**config.mk**
```make
export PLATFORM = sky130hd
export DESIGN_NAME = mdr_unit
export DESIGN_NICKNAME = d
export VERILOG_FILES = /design/src/rtl/mdr_unit.sv
export SDC_FILE = /design/constraint.sdc
export NUM_CORES = 1
export LEC_CHECK = 0
export ABC_AREA = 1
export BUFFER_PORTS_ARGS = -buffer_cell sky130_fd_sc_hd__buf_4
export CAP_MARGIN = 10
export CORE_MARGIN = 5
export CORE_UTILIZATION = 45
export DETAILED_ROUTE_END_ITERATION = 8
export HOLD_SLACK_MARGIN = 0.02
export PLACE_DENSITY = 0.83
export SKIP_LAST_GASP = 1
export SYNTH_ARGS = -nofsm -noshare
export SYNTH_HDL_FRONTEND = slang
export SYNTH_SLANG_ARGS = --single-unit
```
**constraint.sdc**
```tcl
create_clock -name clock -period 1.5 [get_ports clock]
set_input_delay 0 -clock clock [delete_from_list [all_inputs] [get_ports clock]]
set_output_delay 0 -clock clock [all_outputs]
set_load 0.03 [all_outputs]
```
**src/rtl/mdr_unit.sv**
```systemverilog
// Memory data register: loads from the bus in one cycle or from memory with a bounded ack wait.
// While a memory read is outstanding, new requests are dropped and no queueing occurs.
module mdr_unit #(
  parameter int WIDTH   = 32,
  parameter int TIMEOUT = 15
) (
  input  logic             clock,
  input  logic             clear,
  input  logic [WIDTH-1:0] bus_in,
  input  logic             mdr_in,
  input  logic             read,
  input  logic [WIDTH-1:0] mem_data_in,
  input  logic             mem_ack,
  output logic             mem_req,
  output logic [WIDTH-1:0] mdr_out,
  output logic             busy,
  output logic             done,
  output logic             err
);

  typedef enum logic {IDLE, WAIT_MEM} state_t;

  localparam logic [7:0] CNT_LAST = 8'(TIMEOUT - 1);

  state_t           state, state_nxt;
  logic [7:0]       cnt, cnt_nxt;
  logic [WIDTH-1:0] mdr_nxt;
  logic             req_nxt, done_nxt, err_nxt;

  always_ff @(posedge clock or negedge clear) begin
    if (!clear) begin
      state   <= IDLE;
      cnt     <= 8'd0;
      mdr_out <= '0;
      mem_req <= 1'b0;
      done    <= 1'b0;
      err     <= 1'b0;
    end else begin
      state   <= state_nxt;
      cnt     <= cnt_nxt;
      mdr_out <= mdr_nxt;
      mem_req <= req_nxt;
      done    <= done_nxt;
      err     <= err_nxt;
    end
  end

  always_comb begin
    state_nxt = state;
    cnt_nxt   = cnt;
    mdr_nxt   = mdr_out;
    req_nxt   = mem_req;
    done_nxt  = 1'b0;
    err_nxt   = err;
    case (state)
      IDLE: begin
        if (mdr_in) begin
          err_nxt = 1'b0;
          if (read) begin
            req_nxt   = 1'b1;
            cnt_nxt   = 8'd0;
            state_nxt = WAIT_MEM;
          end else begin
            mdr_nxt  = bus_in;
            done_nxt = 1'b1;
          end
        end
      end
      WAIT_MEM: begin
        // An ack on the final wait edge takes priority over the timeout.
        if (mem_ack) begin
          mdr_nxt   = mem_data_in;
          req_nxt   = 1'b0;
          done_nxt  = 1'b1;
          state_nxt = IDLE;
        end else if (cnt == CNT_LAST) begin
          req_nxt   = 1'b0;
          err_nxt   = 1'b1;
          state_nxt = IDLE;
        end else begin
          cnt_nxt = cnt + 8'd1;
        end
      end
      default: state_nxt = IDLE;
    endcase
  end

  assign busy = (state == WAIT_MEM);

endmodule

```
==> impl_metrics.sql, run 1 <==
INSERT INTO impl_metrics (metric_group, metric, value, unit) VALUES
('finish', 'drive_gt1_share', '34.0', '%'),
('cts', 'worst_setup_hold_path_clk_slew', '0.08', 'ns'),
('global_route', 'global_route.peak_usage_layer', 'met2', ''),
('placed_design', 'placement_stage_cell_area', '3040', 'µm²'),
('power', 'power.share.sequential', '40.5', '%'),
('sta', 'hold-worst-slack', '0.0617', 'ns'),
('synthesis', 'synth.area.top_cells', 'sky130_fd_sc_hd__dfrtp_1 (51%), sky130_fd_sc_hd__nor2_1 (13%), sky130_fd_sc_hd__o21a_1 (11%)', ''),
('sta', 'setup_repair_after_global_routing_missed_its_margin', 'false', ''),
('job', 'max_cap_viol_count', '0', ''),
('die', 'die_area', '6320', 'µm²'),
('critical_path', 'critical_path_required', '1.68', 'ns'),
('global_route', 'number_of_antenna_violations_at_the_first_check_in_global_routing', '0', ''),
('global_route', 'track_usage', '18.2', '%'),
('die', 'floorplan.die.height', '79.5', 'µm'),
('sta', 'fmax', '721', 'MHz'),
('global_route', 'groute.layer.met1.usage', '21.8', '%'),
('global_route', 'pin_count_of_the_biggest_net_entering_global_routing', '46', ''),
('power', 'p_sw', '1.48', 'mW'),
('sta', 'layout_min_cycle_time', '1.39', 'ns'),
('placed_design', 'placed_cells_incl_taps', '414', ''),
('cts', 'tritoncts', 'built', ''),
('power', 'switching_share_of_power', '37.4', '%'),
('die', 'start_util', '46.3', '%'),
('finish', 'final-seq-area', '1100', 'µm²'),
('critical_path', 'critPathLaunchType', 'flip-flop', ''),
('sta', 'final-max-slew-violation-count', '0', ''),
('worst_hold_path', 'min-delay-path-class', 'in -> reg', ''),
('critical_path', 'timing.setup.critical_path_class', 'reg -> reg', ''),
('cts', 'ctsHtreeMaxLevel', '2', ''),
('finish', 'n_fill_cell', '381', ''),
('synthesis', 'ys_dominant_reg_cell', 'sky130_fd_sc_hd__dfrtp_1', ''),
('synthesis', 'synth_top_area_share', '50.7', '%'),
('synthesis', 'synth_top_cell_by_area', 'sky130_fd_sc_hd__dfrtp_1', ''),
('sta', 'endpoints_failing_hold', '0', ''),
('sta', 'post-route-period-util', '92.5', '%'),
('critical_path', 'endpoint_kind', 'flip-flop', ''),
('sta', 'worst_slew_margin_rel', '63.5', '%'),
('synthesis', 'synth_seq_cells', '44', ''),
('cts', 'worstSkewPairLatency', '0.29', 'ns'),
('global_route', 'first_global_vias', '2034', ''),
('power', 'power.share.combinational', '42.0', '%'),
('synthesis', 'synth_edf_count', '0', ''),
('sta', 'fin_setup_tns', '0', 'ns'),
('die', 'core_box_area', '4690', 'µm²'),
('route', 'route.antenna.remaining_nets', '0', ''),
('global_route', 'grt_overflow', '0', ''),
('placed_design', 'portBuffers', '104', ''),
('placed_design', 'dp.final_hpwl', '4.26', 'mm'),
('synthesis', 'ys_seq_area_share', '50.7', '%'),
('synthesis', 'syn_nets', '331', ''),
('finish', 'num-nets-final', '442', ''),
('route', 'drtIter0Drc', '75', ''),
('synthesis', 'synthMostInstantiatedCell', 'sky130_fd_sc_hd__nor2_1', ''),
('sta', 'setup_violations', '0', ''),
('sta', 'tightestPinTransition', '0.547', 'ns'),
('power', 'power_frac_clock', '17.5', '%'),
('route', 'vias_per_cell', '5.00', ''),
('finish', 'final_std_cells_w_o_fill', '425', ''),
('placed_design', 'finalWeightedCongestion', '0.810', ''),
('synthesis', 'synth.cell_area', '2170', 'µm²'),
('power', 'leakagePower', '1.53', 'nW'),
('synthesis', 'synth_commonest_cells', 'sky130_fd_sc_hd__nor2_1 (74), sky130_fd_sc_hd__dfrtp_1 (44), sky130_fd_sc_hd__o21a_1 (32)', ''),
('synthesis', 'ys_warn_count', '0', ''),
('cts', 'clk_root_buffer_cell', 'sky130_fd_sc_hd__clkbuf_8', ''),
('route', 'drc_errors', '0', ''),
('cts', 'tritoncts.num_buffers', '5', ''),
('status', 'status', 'completed', ''),
('die', 'die_width', '79.5', 'µm'),
('critical_path', 'cp_max_fo', '45', ''),
('synthesis', 'synth_cell_type_count', '19', ''),
('synthesis', 'async_reset_ff_share', '100', '%');
-- registers in the layout, indices dropped and copies added, names as in the netlist --
register	count
done	1
mdr_out	32
cnt	8
mem_req	1
err	1
busy	1
-- layout make-up --
class	instances	share of cell area, %
clock buffer	6	2.30
sequential	44	34.9
inverter	12	1.43
multi-input combinational	189	29.7
tap	54	2.14
clock inverter	1	0.158
timing repair buffer	119	29.4
-- stage by stage --
step,setup slack (ns),power [mW]
6_report,0.113,3.95
5_1_grt,0.0185,4.19
4_1_cts,0.141,3.99
3_5_place_dp,0.157,3.28
3_3_place_gp,0.206,3.24
2_1_floorplan,0.0741,2.57
-- logic make-up (layout without fill, tap and decap cells) --
group	Yosys count	after routing	synth area share, %
and+or+nand+nor	110	110	19.7
AOI/OAI and AO/OA	75	75	21.0
DFF	44	44	50.7
buffers and inverters	27	138	6.62
adders and majority gates	2	2	1.15
xor gates and xnor gates	2	2	0.806
-- cell usage in the layout (no fill, tap or decap), drive strengths merged --
| cell type | netlist | layout |
|---|---|---|
| a21oi | 1 | 1 |
| clkinv | 0 | 1 |
| o21a | 32 | 32 |
| dfrtp | 44 | 44 |
| inv | 12 | 12 |
| nor2 | 75 | 75 |
| clkbuf | 3 | 6 |
| ha | 2 | 2 |
| nand3 | 9 | 9 |
| o21ai | 41 | 41 |
| xor2 | 2 | 2 |
| nand2 | 25 | 25 |
| or2 | 1 | 1 |
| buf | 12 | 115 |
| dlygate4sd3 | 0 | 4 |
| a31oi | 1 | 1 |
-- routing by layer --
layer,up-vias,share of wire (%)
met3,6,9.8
li1,1069,-
met5,-,0
met4,0,1.0
met2,87,49
met1,963,41
-- worst max-delay path, cell delays in order, from the launching register on --
cell and delay [ns]:
sky130_fd_sc_hd__dfrtp_1 0.44, sky130_fd_sc_hd__inv_2 0.09, sky130_fd_sc_hd__nor2_2 0.17, sky130_fd_sc_hd__nor2_4 0.07, sky130_fd_sc_hd__buf_12 0.16, sky130_fd_sc_hd__buf_4 0.16, sky130_fd_sc_hd__o21a_1 0.16
-- repair_timing --
action,4_1_cts,5_1_grt
endpoints found under the setup margin,0,2
setup buffers,0,0
endpoints found under the hold margin,46,0
hold buffers,4,0
resized for setup,0,2
-- power groups by stage --
stage | clock network, mW | registers [mW] | logic [mW]
2_1_floorplan | 0 | 2.06 | 0.512
3_3_place_gp | 0 | 1.61 | 1.63
3_5_place_dp | 0 | 1.62 | 1.66
4_1_cts | 0.712 | 1.60 | 1.68
5_1_grt | 0.764 | 1.64 | 1.79
6_report | 0.691 | 1.60 | 1.66
-- path summary, 6_finish.rpt --
check                                from     endpoint  depth (start not counted)
max                                  busy   mdr_out[5]                          6
min                        mem_data_in[9]   mdr_out[9]                          4
max reg2reg                          busy   mdr_out[5]                          6
min reg2reg                   mdr_out[13]  mdr_out[13]                          1
max in group asynchronous           clear  mdr_out[27]                          2
min in group asynchronous           clear   mdr_out[1]                          2
Power figures use the tool's default switching activity.
==> inputs of run 2 (changes only) <==
ABC_AREA = unset   (was 1)
PLACE_DENSITY = 0.84   (was 0.83)
==> run 2 against run 1 <==
The flow now finishes with violations (negative setup slack). Worst hold slack worse by 0.033 ns. First-iteration DRC count is 110% higher. Maximum frequency is 29% lower. Largest cell class is now non-clock buffers. Largest power group unchanged.
==> impl_metrics.sql, run 2 <==
INSERT INTO impl_metrics (metric_group, metric, value, unit) VALUES
('sta', 'fin_setup_tns', '-3.90', 'ns'),
('route', 'wl', '6.67', 'mm'),
('synthesis', 'synth_top_area_share', '52.1', '%'),
('die', 'io_pins', '105', ''),
('power', 'cell_internal_pwr', '2.80', 'mW'),
('power', 'power_frac_clock', '22.7', '%'),
('power', 'irDropWorstVdd', '0.724', 'mV'),
('synthesis', 'syn-mean-instance-area', '10.3', 'µm²'),
('power', 'power.share.combinational', '40.8', '%'),
('global_route', 'track_usage', '22.7', '%'),
('critical_path', 'endpoint_kind', 'flip-flop', ''),
('die', 'floorplan.die.height', '78.5', 'µm'),
('finish', 'num_antenna_cells', '0', ''),
('sta', 'layout_min_cycle_time', '1.97', 'ns'),
('placed_design', 'dp.final_hpwl', '4.20', 'mm'),
('power', 'p_sw', '1.53', 'mW'),
('finish', 'final-seq-area', '1100', 'µm²'),
('synthesis', 'ys_dominant_reg_cell', 'sky130_fd_sc_hd__dfrtp_1', ''),
('sta', 'finalClockSkew', '0.00684', 'ns'),
('synthesis', 'synth_top_cell_by_area', 'sky130_fd_sc_hd__dfrtp_1', ''),
('route', 'route.vias.total', '2175', ''),
('route', 'vias_per_cell', '5.13', ''),
('cts', 'ctsHtreeMaxLevel', '2', ''),
('power', 'leakagePower', '1.87', 'nW'),
('finish', 'registers_with_the_most_flip_flops', 'mdr_out (32), cnt (8)', ''),
('die', 'rows', '25', ''),
('die', 'die_area', '6160', 'µm²'),
('power', 'switching_share_of_power', '35.3', '%'),
('route', 'met2WireLength', '3.68', 'mm'),
('critical_path', 'critical_path_required', '1.69', 'ns'),
('synthesis', 'syn_nets', '277', ''),
('route', 'met3RoutedLength', '400', 'µm'),
('cts', 'tritoncts.num_buffers', '5', ''),
('synthesis', 'post_synth_fa_ha_maj_area_fraction', '1.18', '%'),
('placed_design', 'portBuffers', '104', ''),
('job', 'max_cap_viol_count', '0', ''),
('cts', 'worstSkewPairLatency', '0.29', 'ns'),
('global_route', 'first_global_vias', '2396', ''),
('sta', 'endpoints_failing_hold', '0', ''),
('power', 'power_density', '1160', 'nW/µm²'),
('route', 'dr.pass1.iters', '4', ''),
('global_route', 'pin_count_of_the_biggest_net_entering_global_routing', '45', ''),
('status', 'status', 'finished with violations', ''),
('global_route', 'number_of_antenna_violations_at_the_first_check_in_global_routing', '0', ''),
('finish', 'registers.top_by_ff_count', 'mdr_out', ''),
('finish', 'final_cell_mix', 'sky130_fd_sc_hd__buf_4 (118), sky130_fd_sc_hd__dlygate4sd3_1 (45), sky130_fd_sc_hd__dfrtp_1 (43), sky130_fd_sc_hd__nand2_1 (39), sky130_fd_sc_hd__mux2i_1 (33)', ''),
('synthesis', 'synth_cell_type_count', '26', ''),
('status', 'failed_checks', 'negative setup slack', ''),
('sta', 'final-max-slew-violation-count', '0', ''),
('cts', 'cts_sink_cnt', '44', ''),
('synthesis', 'synthMostInstantiatedCell', 'sky130_fd_sc_hd__dfrtp_1', ''),
('die', 'start_util', '45.6', '%'),
('critical_path', 'arrival', '2.15', 'ns'),
('synthesis', 'async_reset_ff_share', '100', '%'),
('sta', 'worst_slack', '-0.466', 'ns'),
('critical_path', 'cp_max_fo', '6', ''),
('worst_hold_path', 'min-delay-path-class', 'in -> reg', ''),
('synthesis', 'synth_simple_gate_area_share', '13.6', '%'),
('synthesis', 'multiplexer_fraction_of_the_synthesized_cell_area', '15.6', '%'),
('route', 'm1_wire_length', '2.51', 'mm'),
('global_route', 'wire_length_of_the_first_global_routing_pass', '11.1', 'mm'),
('sta', 'setup_repair_after_global_routing_missed_its_margin', 'true', ''),
('cts', 'cts_buffer_depth', '2', ''),
('route', 'drc_errors', '0', ''),
('cts', 'clk_root_buffer_cell', 'sky130_fd_sc_hd__clkbuf_8', ''),
('synthesis', 'synth_commonest_cells', 'sky130_fd_sc_hd__dfrtp_1 (44), sky130_fd_sc_hd__nand2_1 (39), sky130_fd_sc_hd__o21ai_0 (37)', ''),
('sta', 'fmax', '509', 'MHz'),
('placed_design', 'finalWeightedCongestion', '0.845', ''),
('synthesis', 'synth_top_family_by_area', 'multiplexers', ''),
('route', 'route.antenna.remaining_nets', '0', ''),
('sta', 'hold-worst-slack', '0.0284', 'ns'),
('route', 'drtIter0Drc', '154', ''),
('power', 'power.share.sequential', '36.4', '%'),
('synthesis', 'synth.area.top_cells', 'sky130_fd_sc_hd__dfrtp_1 (52%), sky130_fd_sc_hd__mux2i_1 (16%), sky130_fd_sc_hd__o21ai_0 (8.8%)', ''),
('sta', 'setup_violations', '11', ''),
('synthesis', 'synth_edf_count', '0', ''),
('finish', 'num-nets-final', '440', ''),
('cts', 'tritoncts', 'built', ''),
('sta', 'worst_slew_margin_rel', '62.5', '%'),
('finish', 'n_fill_cell', '280', ''),
('synthesis', 'xor_and_xnor_fraction_of_the_mapped_netlist_area', '0', '%'),
('finish', 'most_common_cell_after_layout_fill_and_taps_aside', 'sky130_fd_sc_hd__buf_4', ''),
('finish', 'drive_gt1_share', '40.0', '%'),
('die', 'core_box_area', '4630', 'µm²'),
('synthesis', 'ys_seq_area_share', '52.1', '%'),
('finish', 'multi_input_area', '990', 'µm²'),
('cts', 'worst_setup_hold_path_clk_slew', '0.08', 'ns'),
('global_route', 'grt_overflow', '0', ''),
('placed_design', 'placement.setup.worst_slack', '-0.452', 'ns'),
('synthesis', 'synth_seq_cells', '44', ''),
('critical_path', 'critPathLaunchType', 'flip-flop', ''),
('sta', 'tightestPinTransition', '0.562', 'ns'),
('route', 'routedWlPerCell', '15.7', 'µm'),
('finish', 'largest_register_ffs', '32', ''),
('synthesis', 'synth-compound-area-share', '13.8', '%'),
('synthesis', 'ys_warn_count', '0', ''),
('finish', 'area_growth_syn_to_layout', '77.0', '%'),
('route', 'routed.top_layer', 'met4', ''),
('sta', 'post-route-period-util', '131', '%'),
('synthesis', 'postSynthCellCount', '206', ''),
('synthesis', 'synth.cell_area', '2110', 'µm²'),
('die', 'die_width', '78.5', 'µm'),
('critical_path', 'timing.setup.critical_path_class', 'reg -> reg', '');
==> run 2: changes by cell type after synthesis, moves of 6 or more <==
| cell | change |
|---|---|
| sky130_fd_sc_hd__buf_4 | -6 |
| sky130_fd_sc_hd__clkbuf_1 | +6 |
| sky130_fd_sc_hd__mux2i_1 | +33 |
| sky130_fd_sc_hd__nand2_1 | +14 |
| sky130_fd_sc_hd__nor2_1 | -74 |
| sky130_fd_sc_hd__o21a_1 | -32 |
| sky130_fd_sc_hd__o21ai_0 | +16 |
| sky130_fd_sc_hd__o21ai_1 | -20 |
==> run 2: path summary, 6_finish.rpt <==
path | cells after the start | to | slack (ns) | startpoint
setup / recovery | 6 | cnt[7] | -0.47 | cnt[0]
setup reg to reg | 6 | cnt[7] | -0.47 | cnt[0]
hold reg to reg | 2 | mdr_out[17] | 0.48 | mdr_out[17]
min in group asynchronous | 2 | cnt[7] | 0.23 | clear
hold / removal | 3 | mdr_out[23] | 0.03 | bus_in[23]
max in group asynchronous | 2 | busy | 0.87 | clear
==> run 2: metal layers <==
layer / vias up / global-route usage, %
met3: 10 / 5.16
met5: - / 0
met1: 1023 / 24.8
met4: 0 / 6.47
met2: 89 / 43.3
li1: 1053 / -
==> run 2: power by group through the flow <==
stage	clock network [mW]	logic, mW	registers (mW)
after floorplan	0	0.432	2.04
after global placement	0	1.57	1.58
after detailed placement	0	1.61	1.59
after CTS	1.01	1.70	1.57
after global routing	1.05	1.90	1.61
final	0.983	1.77	1.58
==> run 2: worst max-delay path, stage by stage (launching register included) <==
cell,delay [ns]
sky130_fd_sc_hd__dfrtp_1,0.38
sky130_fd_sc_hd__inv_1,0.06
sky130_fd_sc_hd__ha_2,0.15
sky130_fd_sc_hd__or4b_4,0.49
sky130_fd_sc_hd__o311a_4,0.36
sky130_fd_sc_hd__and3_1,0.17
sky130_fd_sc_hd__a211o_1,0.26
==> run 2: area by class of cell <==
| type | count | area share (%) |
|---|---|---|
| Multi-Input combinational cell | 143 | 26.5 |
| Sequential cell | 44 | 29.5 |
| Tap cell | 54 | 1.81 |
| Clock inverter | 1 | 0.803 |
| Inverter | 6 | 0.602 |
| Timing Repair Buffer | 169 | 38.3 |
| Clock buffer | 7 | 2.58 |
==> run 2: what timing repair did <==
action / in CTS / in global routing
cloned: 0 / 0
endpoints found under the hold margin: 67 / 0
hold buffers: 45 / 0
setup buffers: 0 / 3
endpoints found under the setup margin: 11 / 18
gates resized for setup: 0 / 15
pin swaps: 1 / 2
==> run 2: cells by family (layout without fill, tap and decap cells) <==
kind of cell | Yosys count | after routing
buffers and inverters | 19 | 183
adders and majority gates | 2 | 2
AOI/OAI and AO/OA | 47 | 47
and+or+nand+nor | 61 | 61
muxes | 33 | 33
DFF | 44 | 44
==> run 2: through the flow <==
stage                     utilization (%)  cells  power [mW]  area [µm²]
after CTS                            79.1    421        4.28        3660
after global placement               66.6    368        3.15        3080
after global routing                 80.8    424        4.57        3740
after floorplan                         -    206        2.47        2130
after detailed placement             66.6    368        3.20        3080
final                                80.8    424        4.33        3740
==> inputs of run 3 (changes only) <==
BUFFER_PORTS_ARGS = unset   (was -buffer_cell sky130_fd_sc_hd__buf_4)
DONT_BUFFER_PORTS = 1   (was unset)
PLACE_DENSITY = 0.65   (was 0.84)
==> run 3 against run 2 <==
The flow still finishes with violations (negative setup slack). Clock-buffer cell count decreased by 2. Via count is 17% lower. Critical endpoint unchanged. Maximum frequency increased by 1.5%. First-iteration DRC count is 60% lower. Clock skew rose by 0.00077 ns. Final cell count is 20% lower.
==> impl_metrics.sql, run 3 (same netlist as run 2, synthesis figures left out) <==
INSERT INTO impl_metrics (metric_group, metric, value, unit) VALUES
('die', 'io_pins', '105', ''),
('sta', 'layout_min_cycle_time', '1.94', 'ns'),
('global_route', 'number_of_antenna_violations_at_the_first_check_in_global_routing', '0', ''),
('route', 'wl', '5.63', 'mm'),
('critical_path', 'worst_r2r_startpoint', 'cnt[0]', ''),
('worst_hold_path', 'worstHoldPathCells', '3', ''),
('finish', 'drive_gt1_share', '13.2', '%'),
('critical_path', 'path_buf_inv', '1', ''),
('route', 'routedWlPerCell', '16.5', 'µm'),
('route', 'drc_errors', '0', ''),
('power', 'leakagePower', '1.44', 'nW'),
('finish', 'largest_register_ffs', '32', ''),
('finish', 'most_common_cell_after_layout_fill_and_taps_aside', 'sky130_fd_sc_hd__dlygate4sd3_1', ''),
('sta', 'finalClockSkew', '0.00761', 'ns'),
('critical_path', 'critical_path_required', '1.69', 'ns'),
('finish', 'registers_with_the_most_flip_flops', 'mdr_out (32), cnt (8)', ''),
('global_route', 'track_usage', '18.5', '%'),
('placed_design', 'placement.setup.worst_slack', '-0.446', 'ns'),
('die', 'core_box_area', '4630', 'µm²'),
('cts', 'worst_setup_hold_path_clk_slew', '0.09', 'ns'),
('sta', 'final-max-slew-violation-count', '0', ''),
('global_route', 'wire_length_of_the_first_global_routing_pass', '8.89', 'mm'),
('die', 'floorplan.die.height', '78.5', 'µm'),
('cts', 'worstSkewPairLatency', '0.30', 'ns'),
('sta', 'endpoints_failing_hold', '0', ''),
('route', 'route.antenna.remaining_nets', '0', ''),
('power', 'p_sw', '1.45', 'mW'),
('worst_hold_path', 'timing.hold.worst_endpoint', 'cnt[6]', ''),
('critical_path', 'endpoint_kind', 'flip-flop', ''),
('cts', 'ctsHtreeMaxLevel', '2', ''),
('sta', 'setup_violations', '11', ''),
('critical_path', 'cp_cell_sequence', 'inv_1, ha_1, or4b_4, o311a_4, and3_1, a211o_1', ''),
('cts', 'tritoncts.num_buffers', '5', ''),
('route', 'drtIter0Drc', '62', ''),
('die', 'start_util', '45.6', '%'),
('critical_path', 'worst_r2r_end', 'cnt[7]', ''),
('finish', 'num-nets-final', '357', ''),
('die', 'die_area', '6160', 'µm²'),
('finish', 'final-seq-area', '1100', 'µm²'),
('critical_path', 'cp_slowest_stage_delay', '0.49', 'ns'),
('route', 'route.vias.total', '1797', ''),
('global_route', 'pin_count_of_the_biggest_net_entering_global_routing', '58', ''),
('placed_design', 'portBuffers', '0', ''),
('finish', 'area_growth_syn_to_layout', '49.0', '%'),
('critical_path', 'timing.setup.critical_path_class', 'reg -> reg', ''),
('sta', 'fmax', '516', 'MHz'),
('cts', 'cts_buffer_depth', '2', ''),
('die', 'die_width', '78.5', 'µm'),
('placed_design', 'finalWeightedCongestion', '0.836', ''),
('die', 'rows', '25', ''),
('status', 'status', 'finished with violations', ''),
('sta', 'tightestPinTransition', '0.356', 'ns'),
('global_route', 'grt_util_met2', '34.3', '%'),
('critical_path', 'r2r_setup_slack', '-0.44', 'ns'),
('placed_design', 'dp.final_hpwl', '3.42', 'mm'),
('sta', 'setup_repair_after_global_routing_missed_its_margin', 'true', ''),
('power', 'cell_internal_pwr', '2.34', 'mW'),
('cts', 'tritoncts', 'built', ''),
('critical_path', 'cp_max_fo', '5', ''),
('finish', 'final_cell_mix', 'sky130_fd_sc_hd__dlygate4sd3_1 (68), sky130_fd_sc_hd__dfrtp_1 (43), sky130_fd_sc_hd__nand2_1 (39), sky130_fd_sc_hd__mux2i_1 (33), sky130_fd_sc_hd__o21ai_0 (33)', ''),
('critical_path', 'rr_worst_depth', '6', ''),
('status', 'failed_checks', 'negative setup slack', ''),
('power', 'power_frac_clock', '24.6', '%'),
('finish', 'registers.top_by_ff_count', 'mdr_out', ''),
('global_route', 'groute.layer.met1.usage', '19.8', '%'),
('critical_path', 'cp_slowest_cell', 'sky130_fd_sc_hd__or4b_4', ''),
('finish', 'multi_input_area', '973', 'µm²'),
('cts', 'cts_sink_cnt', '44', ''),
('power', 'irDropWorstVdd', '0.600', 'mV'),
('route', 'vias_per_cell', '5.27', ''),
('global_route', 'global_route.peak_usage_layer', 'met2', ''),
('power', 'switching_share_of_power', '38.2', '%'),
('sta', 'worst_slew_margin_rel', '76.2', '%'),
('cts', 'clk_root_buffer_cell', 'sky130_fd_sc_hd__clkbuf_8', ''),
('worst_hold_path', 'min-delay-path-class', 'in -> reg', ''),
('critical_path', 'arrival', '2.12', 'ns'),
('power', 'report.power.total', '3.79', 'mW'),
('critical_path', 'critPathLaunchType', 'flip-flop', ''),
('global_route', 'first_global_vias', '1902', ''),
('finish', 'num_antenna_cells', '0', ''),
('power', 'power.share.sequential', '54.4', '%'),
('power', 'power_density', '1200', 'nW/µm²'),
('sta', 'worst_slack', '-0.437', 'ns'),
('sta', 'hold-worst-slack', '0.0858', 'ns'),
('global_route', 'grtUsageMet3', '5.62', '%'),
('global_route', 'grt_overflow', '0', ''),
('worst_hold_path', 'holdCritStartpoint', 'mem_ack', ''),
('critical_path', 'critical_path_s_top_delay_family', 'simple AND/OR/NAND/NOR gates', ''),
('power', 'power.share.combinational', '21.0', '%'),
('route', 'dr.pass1.iters', '4', ''),
('finish', 'n_fill_cell', '368', ''),
('sta', 'post-route-period-util', '129', '%'),
('job', 'max_cap_viol_count', '0', '');
[run 3: changes by cell type in the layout (fill, tap and decap cells not counted), sizes merged]
cell and delta:
buf -106, dlygate4sd3 +23, clkbuf -2, clkinv +2
[run 3: what timing repair did]
action,in CTS,in global routing
hold endpoints to repair,80,0
setup buffers,2,1
pin swaps,0,0
resized for setup,3,5
setup endpoints to repair,11,26
hold buffers,69,0
[run 3: worst max path at each step]
stage / start / end / slack, ns / cells past startpoint
6_report: cnt[0] / cnt[7] / -0.44 / 6
5_1_grt: cnt[0] / cnt[3] / -0.51 / 6
4_1_cts: cnt[0] / cnt[7] / -0.45 / 6
3_5_place_dp: cnt[0] / cnt[7] / -0.45 / 6
3_3_place_gp: cnt[0] / cnt[7] / -0.41 / 6
2_1_floorplan: cnt[0] / cnt[7] / -0.44 / 6
[run 3: power by group through the flow]
stage | Combinational (mW) | Sequential [mW] | Clock, mW
final | 0.795 | 2.06 | 0.931
after global routing | 0.889 | 2.09 | 1.00
after CTS | 0.768 | 2.07 | 0.954
after detailed placement | 0.584 | 2.09 | 0
after global placement | 0.566 | 2.09 | 0
after floorplan | 0.432 | 2.04 | 0
[run 3: cell type report]
class                   count  area share (%)
clock buffers               5            2.19
clock inverters             3            1.51
inverters                   6           0.716
multi-input cells         143            30.9
flip-flops and latches     44            35.0
well taps                  54            2.15
repair buffers             86            27.5
[run 3: layer usage]
layer	vias to the layer above	part of all wire, %	wire length, µm
li1	880	-	-
met1	848	37	2100
met4	0	0.96	54
met5	-	0	0
met2	64	54	3060
met3	5	7.4	419
[run 3: stage by stage]
stage / util [%] / TNS [ns] / instance area [µm²] / cells
floorplan: - / -2.89 / 2130 / 206
global placement: 49.0 / -3.04 / 2270 / 261
detailed placement: 49.0 / -3.37 / 2270 / 261
CTS: 67.3 / -3.66 / 3110 / 340
global route: 68.0 / -4.42 / 3150 / 341
finish: 68.0 / -3.63 / 3150 / 341
[run 3: tightest hold or removal path, cell delays in order]
cell	delay [ns]
sky130_fd_sc_hd__and4b_1	0.16
sky130_fd_sc_hd__nand4_1	0.10
sky130_fd_sc_hd__o22ai_1	0.08
